$ cat config.mk
export PLATFORM = sky130hd
export DESIGN_NAME = deserializer
export DESIGN_NICKNAME = d
export VERILOG_FILES = /design/src/rtl/deserializer_pkg.sv /design/src/rtl/deserializer.sv
export SDC_FILE = /design/constraint.sdc
export NUM_CORES = 1
export LEC_CHECK = 0
export ABC_AREA = 1
export CAP_MARGIN = 25
export CORE_ASPECT_RATIO = 1.25
export CORE_UTILIZATION = 45
export CTS_CLUSTER_SIZE = 8
export DETAILED_ROUTE_END_ITERATION = 10
export GPL_ROUTABILITY_DRIVEN = 0
export PLACE_DENSITY = 0.74
export RECOVER_POWER = 50
export SYNTH_ARGS = -nofsm -noshare
export SYNTH_HDL_FRONTEND = slang
export SYNTH_SLANG_ARGS = --single-unit
$ cat constraint.sdc
create_clock -name clk -period 3 [get_ports clk]
set_clock_uncertainty 0.1 [all_clocks]
set_input_delay 0.3 -clock clk [delete_from_list [all_inputs] [get_ports clk]]
set_output_delay 0.3 -clock clk [all_outputs]
set_load 0.01 [all_outputs]
$ cat src/rtl/deserializer_pkg.sv
// Shared definitions for the serial link: the FSM state type and the line
// levels used by both the serializer and the deserializer.
//   IDLE_LEVEL  : level of the line when no frame is in flight
//   START_LEVEL : level of the start bit that opens a frame
//   STOP_LEVEL  : level of the stop bit that closes a frame
package deserializer_pkg;

  // Frame phases, shared by both ends of the link.
  typedef enum logic [1:0] {
    IDLE = 2'd0,
    DATA = 2'd1,
    STOP = 2'd2
  } state_t;

  localparam logic IDLE_LEVEL  = 1'b1;
  localparam logic START_LEVEL = 1'b0;
  localparam logic STOP_LEVEL  = 1'b1;

endpackage

$ cat src/rtl/deserializer.sv
// Deserializer: recovers framed words from a serial line sampled once per
// clk (no oversampling, no synchronizer). Frame: start bit (0), DATA_BITS
// payload bits LSB first, stop bit (1).
// Ports:
//   clk, rst   : clock, synchronous active-high reset (highest priority)
//   sin        : serial line, idle high
//   data       : last committed word
//   valid      : data holds a word not yet taken by the consumer
//   ack        : consumer takes data in a cycle where valid and ack are high
//   frame_err  : one-cycle pulse when a stop bit is sampled low
//   overrun    : sticky, set when a finished word had to be dropped
module deserializer
  import deserializer_pkg::*;
#(
  parameter int DATA_BITS = 8
) (
  input  logic                 clk,
  input  logic                 rst,
  input  logic                 sin,
  output logic [DATA_BITS-1:0] data,
  output logic                 valid,
  input  logic                 ack,
  output logic                 frame_err,
  output logic                 overrun
);

  localparam int CNT_W = $clog2(DATA_BITS + 1);
  localparam logic [CNT_W-1:0] LAST_BIT = CNT_W'(DATA_BITS - 1);
  localparam logic [CNT_W-1:0] CNT_ONE  = CNT_W'(1);

  state_t               state_r;
  state_t               next_state_s;
  logic [CNT_W-1:0]     bit_cnt_r;
  logic [DATA_BITS-1:0] shift_r;
  logic [DATA_BITS-1:0] data_r;
  logic                 valid_r;
  logic                 frame_err_r;
  logic                 overrun_r;
  logic                 commit_s;
  logic                 bad_stop_s;
  logic                 take_s;
  logic                 drop_s;

  // Next-state decode plus the stop-bit verdict for the current sample.
  always_comb begin
    next_state_s = state_r;
    commit_s     = 1'b0;
    bad_stop_s   = 1'b0;
    case (state_r)
      IDLE: begin
        if (sin == START_LEVEL) begin
          next_state_s = DATA;
        end else begin
          next_state_s = IDLE;
        end
      end
      DATA: begin
        // The counter shows how many payload bits were already taken.
        if (bit_cnt_r == LAST_BIT) begin
          next_state_s = STOP;
        end else begin
          next_state_s = DATA;
        end
      end
      STOP: begin
        next_state_s = IDLE;
        if (sin == STOP_LEVEL) begin
          commit_s   = 1'b1;
        end else begin
          bad_stop_s = 1'b1;
        end
      end
      default: next_state_s = IDLE;
    endcase
  end

  // Consumer handshake and the drop decision: a finished word is lost only
  // if the previous one is still held and is not being taken this cycle.
  always_comb begin
    take_s = valid_r & ack;
    drop_s = commit_s & valid_r & ~ack;
  end

  // State register.
  always_ff @(posedge clk) begin
    if (rst) begin
      state_r <= IDLE;
    end else begin
      state_r <= next_state_s;
    end
  end

  // Bit counter and payload shift register; bits enter from the MSB side
  // so the first payload bit ends at position 0.
  always_ff @(posedge clk) begin
    if (rst) begin
      bit_cnt_r <= {CNT_W{1'b0}};
      shift_r   <= {DATA_BITS{1'b0}};
    end else begin
      case (state_r)
        IDLE: begin
          if (sin == START_LEVEL) begin
            bit_cnt_r <= {CNT_W{1'b0}};
          end
        end
        DATA: begin
          shift_r   <= {sin, shift_r[DATA_BITS-1:1]};
          bit_cnt_r <= bit_cnt_r + CNT_ONE;
        end
        default: begin
          bit_cnt_r <= bit_cnt_r;
        end
      endcase
    end
  end

  // Output registers: commit, handshake, error pulse and sticky overrun.
  always_ff @(posedge clk) begin
    if (rst) begin
      data_r      <= {DATA_BITS{1'b0}};
      valid_r     <= 1'b0;
      frame_err_r <= 1'b0;
      overrun_r   <= 1'b0;
    end else begin
      frame_err_r <= bad_stop_s;
      if (commit_s && !drop_s) begin
        // Also covers a commit in the same cycle as an accepting ack.
        data_r  <= shift_r;
        valid_r <= 1'b1;
      end else if (take_s) begin
        valid_r <= 1'b0;
      end
      if (drop_s) begin
        overrun_r <= 1'b1;
      end
    end
  end

  assign data      = data_r;
  assign valid     = valid_r;
  assign frame_err = frame_err_r;
  assign overrun   = overrun_r;

endmodule
* Word-level counts from Yosys, hierarchy flattened *
Cells that the tools add are included.

word-level totals
  register bits = 25
  input bits = 4
  output and inout bits = 11
  logic and storage cells = 34

operators by class
  add/subtract/negate cells = 1
  equal/unequal tests = 4
  mux-type cells = 10
  bitwise gates (word level) = 5
  reductions and logical operators = 7

operator list
  cell                   count
  $pmux W4 S2            1
  $mux W1                6
  $add A4 B1 Y4 const B  1
  $eq A4 B3 Y1 const B   1
  $mux W4                1
  $pmux W2 S2            1
  $reduce_bool A2 Y1     2
  $and A1 B1 Y1          3
  $eq A2 B1 Y1 const B   1
  $eq A2 B2 Y1 const B   1
  $logic_not A2 Y1       1
  $mux W2                1
  $ne A2 B2 Y1 const B   1
  $not A1 Y1             2
  $reduce_and A2 Y1      1
  $reduce_or A2 Y1       1
  $logic_and A1 B1 Y1    1
  $logic_not A1 Y1       1

* Logic depth before layout (Yosys ltp) *
Gate-level depths: netlist of the first run.

  word-level depth = 7
  depth in mapped cells = 6
  depth with buffers taken out = 6

* Least setup slack after synthesis of the first run *
No wires, ideal clock.

  kind = register to register
  start point = reg state_r[0]
  end point = reg data_r[1], in the netlist data[1]
  library setup time = 116 ps
  arrival time = 824 ps
  data required time = 2784 ps
  setup slack = 1960 ps
  stages on the path, launching flop included = 5
  path buffers = 0
  clock period less this slack = 1040 ps
  path through = dfxtp_1 > nor2_2 > nand3_1 > o21ai_0 > nor2_1

between the ends
  cells in the longest elaborated chain, start to end = 6

ends and longest elaborated chain
  item                         RTL line             text
  start, declared              deserializer.sv:31   state_t state_r;
  start signal, assigned       deserializer.sv:89   state_r <= next_state_s;
  $eq A2 B2 Y1 (*)             deserializer.sv:49   case (state_r)
  $mux W1 (*)                  deserializer.sv:49
  $and A1 B1 Y1 (2 in series)  deserializer.sv:81   drop_s = commit_s & valid_r & ~ack;
  $logic_not A1 Y1             deserializer.sv:126  if (commit_s && !drop_s) begin
  $logic_and A1 B1 Y1 (*)      deserializer.sv:126
  end signal, assigned         deserializer.sv:120  data_r <= {DATA_BITS{1'b0}};
  end signal, assigned         deserializer.sv:128  data_r <= shift_r;
  end, declared                deserializer.sv:35   logic [DATA_BITS-1:0] data_r;

Mark *: on every way between the ends. The rest lies on a longest branch, timed or not.
A chain may end at the register's enable or synchronous reset.

* Worst setup path after layout of the first run *
  start point = reg state_r[0]
  end point = reg shift_r[1]

between the ends
  cells in the longest elaborated chain, start to end = 1

ends and longest elaborated chain
  item                  RTL line             text
  $eq A2 B1 Y1          deserializer.sv:100  case (state_r)
  end signal, assigned  deserializer.sv:98   shift_r <= {DATA_BITS{1'b0}};
  end signal, assigned  deserializer.sv:107  shift_r <= {sin, shift_r[DATA_BITS-1:1]};
  end, declared         deserializer.sv:34   logic [DATA_BITS-1:0] shift_r;

No other way between the ends.

==> summary.md, run 1 <==
| Metric | Value |
|---|---|
| Outcome | `finished clean` |
| Ant diodes | `0` |
| Final min period | `between 1.5 and 2 ns` |
| Placeable Area | `approximately 2000 sq um` |
| Synth Area in Compound Gates | `between 10% and 20%` |
| Max Cap Violations | `0` |
| LEAKAGE | `approximately 0.00042 uW` |
| Sequential element share of the synthesized area | `53.3%` |
| Rows | `18` |
| Synth cell types | `20` |
| Cell chain of the critical path | `inv_1 > nor2_1 > inv_1 > o21ai_0 > a21oi_1` |
| Crit path max fanout | `13` |
| Cell area after layout | `approximately 1100 sq um` |
| Cts hold-fix bufs | `0` |
| Total CTS buffers | `3` |
| Die ar. | `around 2300 sq um` |
| Critical path capture point type | `flop` |
| Yosys top cell by area | `dfxtp_1` |
| Post-synth top area share | `53.3%` |
| Post-Synth Adder-Cell Area | `1.33%` |
| Synthesized area | `between 900 and 1000 sq um` |
| WS Path Type | `flop to flop` |
| All-Layer GR Usage | `between 10% and 20%` |
| Share of post-route cells with drive strength above 1 | `4.62%` |
| H-tree levels | `1` |
| Num ports | `15` |
| Post-layout power | `528 uW` |
| Maximum clock frequency | `around 530 MHz` |
| Fin. Hold Viols | `0` |
| Arr. time, crit path | `roughly 2.0 ns` |
| XOR/XNOR Fraction of Synth Area | `0%` |
| Least-Margin Pin Slew | `0.780 ns` |
| Syn Area/Cell | `about 8 sq um` |
| GRT overflow | `0` |
| Router iterations before antenna repair | `4` |
| Crit path launch type | `flop` |
| Antenna-violating nets left | `0` |
| PnR worst setup slack | `1.11 ns` |
| Area share of and/or/nand/nor cells after synthesis | `between 20 and 25%` |
| #FFs+latches synth | `25` |
| Layout area overhead | `15.2%` |
| Detail Placement HPWL | `approximately 1100 microns` |
| Largest family of logic cells by synthesized area | `simple AND/OR/NAND/NOR gates` |
| Pwr/cell area | `488 nW/um^2` |
| Tcrit/Tclk final | `roughly 63%` |
| RSZ-0062 raised after global routing | `false` |
| Via count | `752` |
| Clk buf depth | `2` |
| FF+latch area | `between 500 and 600 sq um` |
| # fillers | `roughly 200` |
| Final slew viol count | `0` |
| CTS tree | `built` |
| Max VDD drop | `approximately 0.26 mV` |
| Setup repair bufs after CTS | `0` |
| Mux cell area share after synthesis | `0%` |
| Die width | `between 40 and 50 microns` |
| Worst-path clk slew | `approximately 0.13 ns` |
| Yosys Warn Count | `0` |
| Slowest CP cell | `nor2_1` |
| Die height | `around 53 microns` |
| Required @ worst endpoint | `~3.1 ns` |
| DRC Markers | `0` |
| Placed Area | `between 1000 and 1500 sq um` |
| Rel. slew slack | `between 40% and 50%` |
| Post-cts resize count | `0` |
| Initial antenna violation count | `0` |
| Final setup TNS | `0 ns` |
| Ranking of synthesized cells by area | `dfxtp_1 (53%), nor2_1 (12%), o21ai_0 (8.5%)` |
| # clock sinks | `25` |
| Clock root cell | `clkbuf_4` |
| Initial Utilization | `roughly 48%` |
| IO buf count | `14` |
| Net count of the mapped netlist | `between 100 and 150` |
| Final nets | `~140` |
| Worst min-delay path class | `flop to flop` |
| Mapped Cells | `between 100 and 150` |
| Vias per inst | `5.01` |
| DRT iter0 DRCs | `25` |
| WL/cell | `10.3 microns` |
| Final wirelength | `around 1500 microns` |
| Setup Viol. Count Final | `0` |
| Vias in the first global route | `a little under 700` |
| Crit-path max cell delay | `roughly 0.6 ns` |
| Pin count of the biggest net entering global routing | `18` |
| Multi-input gate area | `355 sq um` |
| Dpl ws | `roughly 1.3 ns` |
| Skew-Pair Late Insertion Delay | `between 0.3 and 0.4 ns` |
| Most frequent CP cell | `inv_1` |
| First-pass GRT wire length | `~2800 microns` |
==> critical path: cells and delay by family, from the launching register on <==
family,cells,cell delay [ns]
compound gates,2,0.29
buf+inv,2,0.40
flops,1,0.40
simple gates,1,0.60
==> worst paths after layout <==
check	from	end	slack (ns)	cells after the start
min reg2reg	shift_r[1]	shift_r[0]	0.37	2
min	shift_r[1]	shift_r[0]	0.37	2
max reg2reg	state_r[0]	shift_r[1]	1.11	5
max	state_r[0]	shift_r[1]	1.11	5
==> synth_stat cells <==
master / n
nor2_1: 31
dfxtp_1: 25
o21ai_0: 16
nand2_1: 7
a21oi_1: 6
inv_2: 5
inv_1: 4
a21oi_2: 2
buf_2: 2
nand2_2: 2
nand3_1: 2
nor2_4: 2
nor3_1: 2
nor4_1: 2
o21ai_1: 2
buf_6: 1
ha_1: 1
nand3_2: 1
nand4_1: 1
nor2_2: 1
==> cells by family after synthesis <==
group	after synthesis
and+or+nand+nor	51
buffers and inverters	12
adders and majority gates	1
AOI/OAI and AO/OA	26
DFF	25
==> placed cells by master, fill, tap and decap left out <==
master | netlist | routed
o21ai_0 | 16 | 17
nand4_1 | 1 | 1
nor3_1 | 2 | 2
nor2_1 | 31 | 34
clkbuf_4 | 0 | 3
clkbuf_1 | 0 | 1
dlygate4sd3_1 | 0 | 2
nand3_2 | 1 | 1
nand2_1 | 7 | 8
o21ai_1 | 2 | 1
nor4_1 | 2 | 2
nand3_1 | 2 | 2
dfxtp_1 | 25 | 25
inv_1 | 4 | 8
ha_1 | 1 | 1
inv_2 | 5 | 1
nand2_2 | 2 | 1
clkdlybuf4s50_1 | 0 | 12
a21oi_1 | 6 | 8
==> sequential cells by signal, indices dropped and copies added (netlist names) <==
name and count:
bit_cnt_r 4, state_r 2, valid 1, shift_r 8, overrun 1, frame_err 1
data 8
==> layout make-up <==
type / instances / share of cell area [%]
flip-flops and latches: 25 / 46.3
multi-input cells: 78 / 32.9
repair buffers: 14 / 13.0
inverters: 9 / 3.12
clock buffers: 4 / 2.43
well taps: 20 / 2.31
==> metrics by stage <==
step	util (%)	cells	hold WS, ns
6_report	55.2	150	0.374
5_1_grt	55.2	150	0.404
4_1_cts	56.6	150	0.376
3_5_place_dp	55.2	146	0.358
3_3_place_gp	55.2	146	0.354
2_1_floorplan	-	115	0.277
==> power by group <==
| part | internal [uW] | total, uW | switching, uW |
|---|---|---|---|
| logic | 12.0 | 33.6 | 21.7 |
| clock network | 51.9 | 144 | 92.6 |
| registers | 342 | 350 | 7.64 |
==> per-layer routing <==
| layer | GRT usage, % | vias up | wire length, microns |
|---|---|---|---|
| met5 | 0 | - | 0 |
| li1 | - | 406 | - |
| met2 | 26.3 | 11 | 709 |
| met3 | 3.07 | 4 | 38 |
| met4 | 10.9 | 0 | 48 |
| met1 | 20.7 | 331 | 746 |
Power figures use the tool's default switching activity.
==> inputs of run 2 (changes only) <==
Settings changed: PLACE_DENSITY 0.74 to 0.77.
Clock period 3 ns to 1.6 ns, I/O delays scaled along.
==> summary.md, run 2 (same netlist as run 1, synthesis figures left out) <==
| Metric | Value |
|---|---|
| Setup Viol. Count Final | `0` |
| Cts hold-fix bufs | `0` |
| Required @ worst endpoint | `around 1.3 ns` |
| Crit path max fanout | `2` |
| Rows | `18` |
| Tcrit/Tclk final | `93.3%` |
| CP Buf/Inv Count | `1` |
| Die width | `roughly 43 microns` |
| Clock root cell | `clkbuf_4` |
| Cell chain of the critical path | `clkdlybuf4s50_1` |
| Max Cap Violations | `0` |
| Most common cell after layout, fill and taps aside | `nor2_1` |
| Slowest CP cell | `clkdlybuf4s50_1` |
| Crit-path max cell delay | `between 0.5 and 0.6 ns` |
| Non-Filler Instances | `152` |
| # clock sinks | `25` |
| Least-Margin Pin Slew | `0.552 ns` |
| DRT iter0 DRCs | `2` |
| Final setup TNS | `0 ns` |
| Final wirelength | `~1600 microns` |
| Layout area overhead | `19.2%` |
| Vias in the first global route | `~650` |
| Setup repair bufs after CTS | `0` |
| Vias per inst | `~5` |
| Clk buf depth | `2` |
| First-pass GRT wire length | `2700 microns` |
| Via count | `776` |
| Rel. slew slack | `62.8%` |
| Placeable Area | `1960 sq um` |
| Outcome | `finished clean` |
| Post-Place Cells | `about 150` |
| Most frequent cells in the layout | `nor2_1 (31), dfxtp_1 (25), o21ai_0 (18), clkdlybuf4s50_1 (14), nand2_1 (8)` |
| Crit path launch type | `flop` |
| Pin count of the biggest net entering global routing | `18` |
| Skew-Pair Late Insertion Delay | `0.33 ns` |
| Detail Placement HPWL | `about 1200 microns` |
| Reg-to-reg startpoint | `state_r[0]` |
| Final nets | `~140` |
| Die ar. | `around 2300 sq um` |
| Initial Utilization | `~48%` |
| Die height | `between 50 and 60 microns` |
| Ant diodes | `0` |
| Router iterations before antenna repair | `4` |
| DRC Markers | `0` |
| Worst Hold Launch | `sin` |
| Initial antenna violation count | `0` |
| Antenna-violating nets left | `0` |
| Worst min-delay path class | `input pin to flop` |
| Num ports | `15` |
| Endpoint, Worst Hold | `frame_err` |
| Share of post-route cells with drive strength above 1 | `under 10%` |
| Worst-path clk slew | `roughly 0.14 ns` |
| WS Path Type | `flop to output pin` |
| LEAKAGE | `between 0.0004 and 0.0005 uW` |
| # fillers | `~190` |
| Final slew viol count | `0` |
| Critical path capture point type | `output pin` |
| Fin util | `a little under three fifths` |
| Post-cts resize count | `0` |
| Fin. Hold Viols | `0` |
| Total CTS buffers | `3` |
| Critical Path Source | `data[1]` |
| GRT overflow | `0` |
| CTS tree | `built` |
| RSZ-0062 raised after global routing | `false` |
| IO buf count | `14` |
| Final min period | `~1.5 ns` |
| Worst flop-to-flop path endpoint | `bit_cnt_r[2]` |
| Pwr/cell area | `approximately 920 nW/um^2` |
| Flop-to-flop setup slack | `around 0.28 ns` |
| Reg2Reg Depth | `5` |
| Max VDD drop | `between 0.4 and 0.5 mV` |
| Worst path top cell family by delay | `buffers and inverters` |
| Maximum clock frequency | `around 670 MHz` |
| H-tree levels | `1` |
| WL/cell | `about 10 microns` |
| All-Layer GR Usage | `approximately 16%` |
| Hold Path Stages | `2` |
| Arr. time, crit path | `1.23 ns` |
run 2: cell count changes in the layout (fill, tap and decap cells not counted), sizes merged:
cell / previous run / this run
clkdlybuf4s50: 12 / 14
buf: 0 / 1
clkinv: 0 / 1
dlygate4sd3: 2 / 0
run 2: through the flow:
step                total power [uW]  hold slack, ns  worst slack (ns)  instance area (sq um)
floorplan                        722           0.137             0.560                    938
global placement                 741           0.355             0.101                   1100
detailed placement               744           0.371            0.0709                   1100
CTS                             1040           0.309            0.0764                   1130
global route                    1080           0.303            0.0286                   1120
finish                          1030           0.314             0.107                   1120
run 2: how the worst max path moves through the flow:
| stage | end | depth (start not counted) | slack, ns |
|---|---|---|---|
| final | data[1] | 1 | 0.11 |
| after global routing | data[1] | 1 | 0.03 |
| after CTS | data[1] | 1 | 0.08 |
| after detailed placement | data[5] | 6 | 0.07 |
| after global placement | data[3] | 6 | 0.10 |
| after floorplan | data[1] | 4 | 0.56 |
run 2: cell type report:
| type | count | area (sq um) | area share (%) |
|---|---|---|---|
| Sequential cell | 25 | 500 | 44.7 |
| Multi-Input combinational cell | 78 | 377 | 33.7 |
| Timing Repair Buffer | 16 | 151 | 13.5 |
| Inverter | 9 | 33.8 | 3.02 |
| Tap cell | 20 | 25.0 | 2.24 |
| Clock buffer | 3 | 22.5 | 2.01 |
| Clock inverter | 1 | 8.76 | 0.783 |
run 2: power breakdown:
group / total, uW / switching (uW) / internal (uW)
Combinational: 70.0 / 43.1 / 26.9
Clock: 299 / 197 / 102
Sequential: 657 / 14.7 / 642
run 2: metal layers:
metal / global-route usage (%) / part of all wire [%] / up-vias
li1: - / - / 409
met1: 18.7 / 45 / 350
met2: 26.0 / 49 / 12
met3: 4.10 / 2.7 / 5
met4: 10.9 / 2.6 / 0
met5: 0 / 0 / -
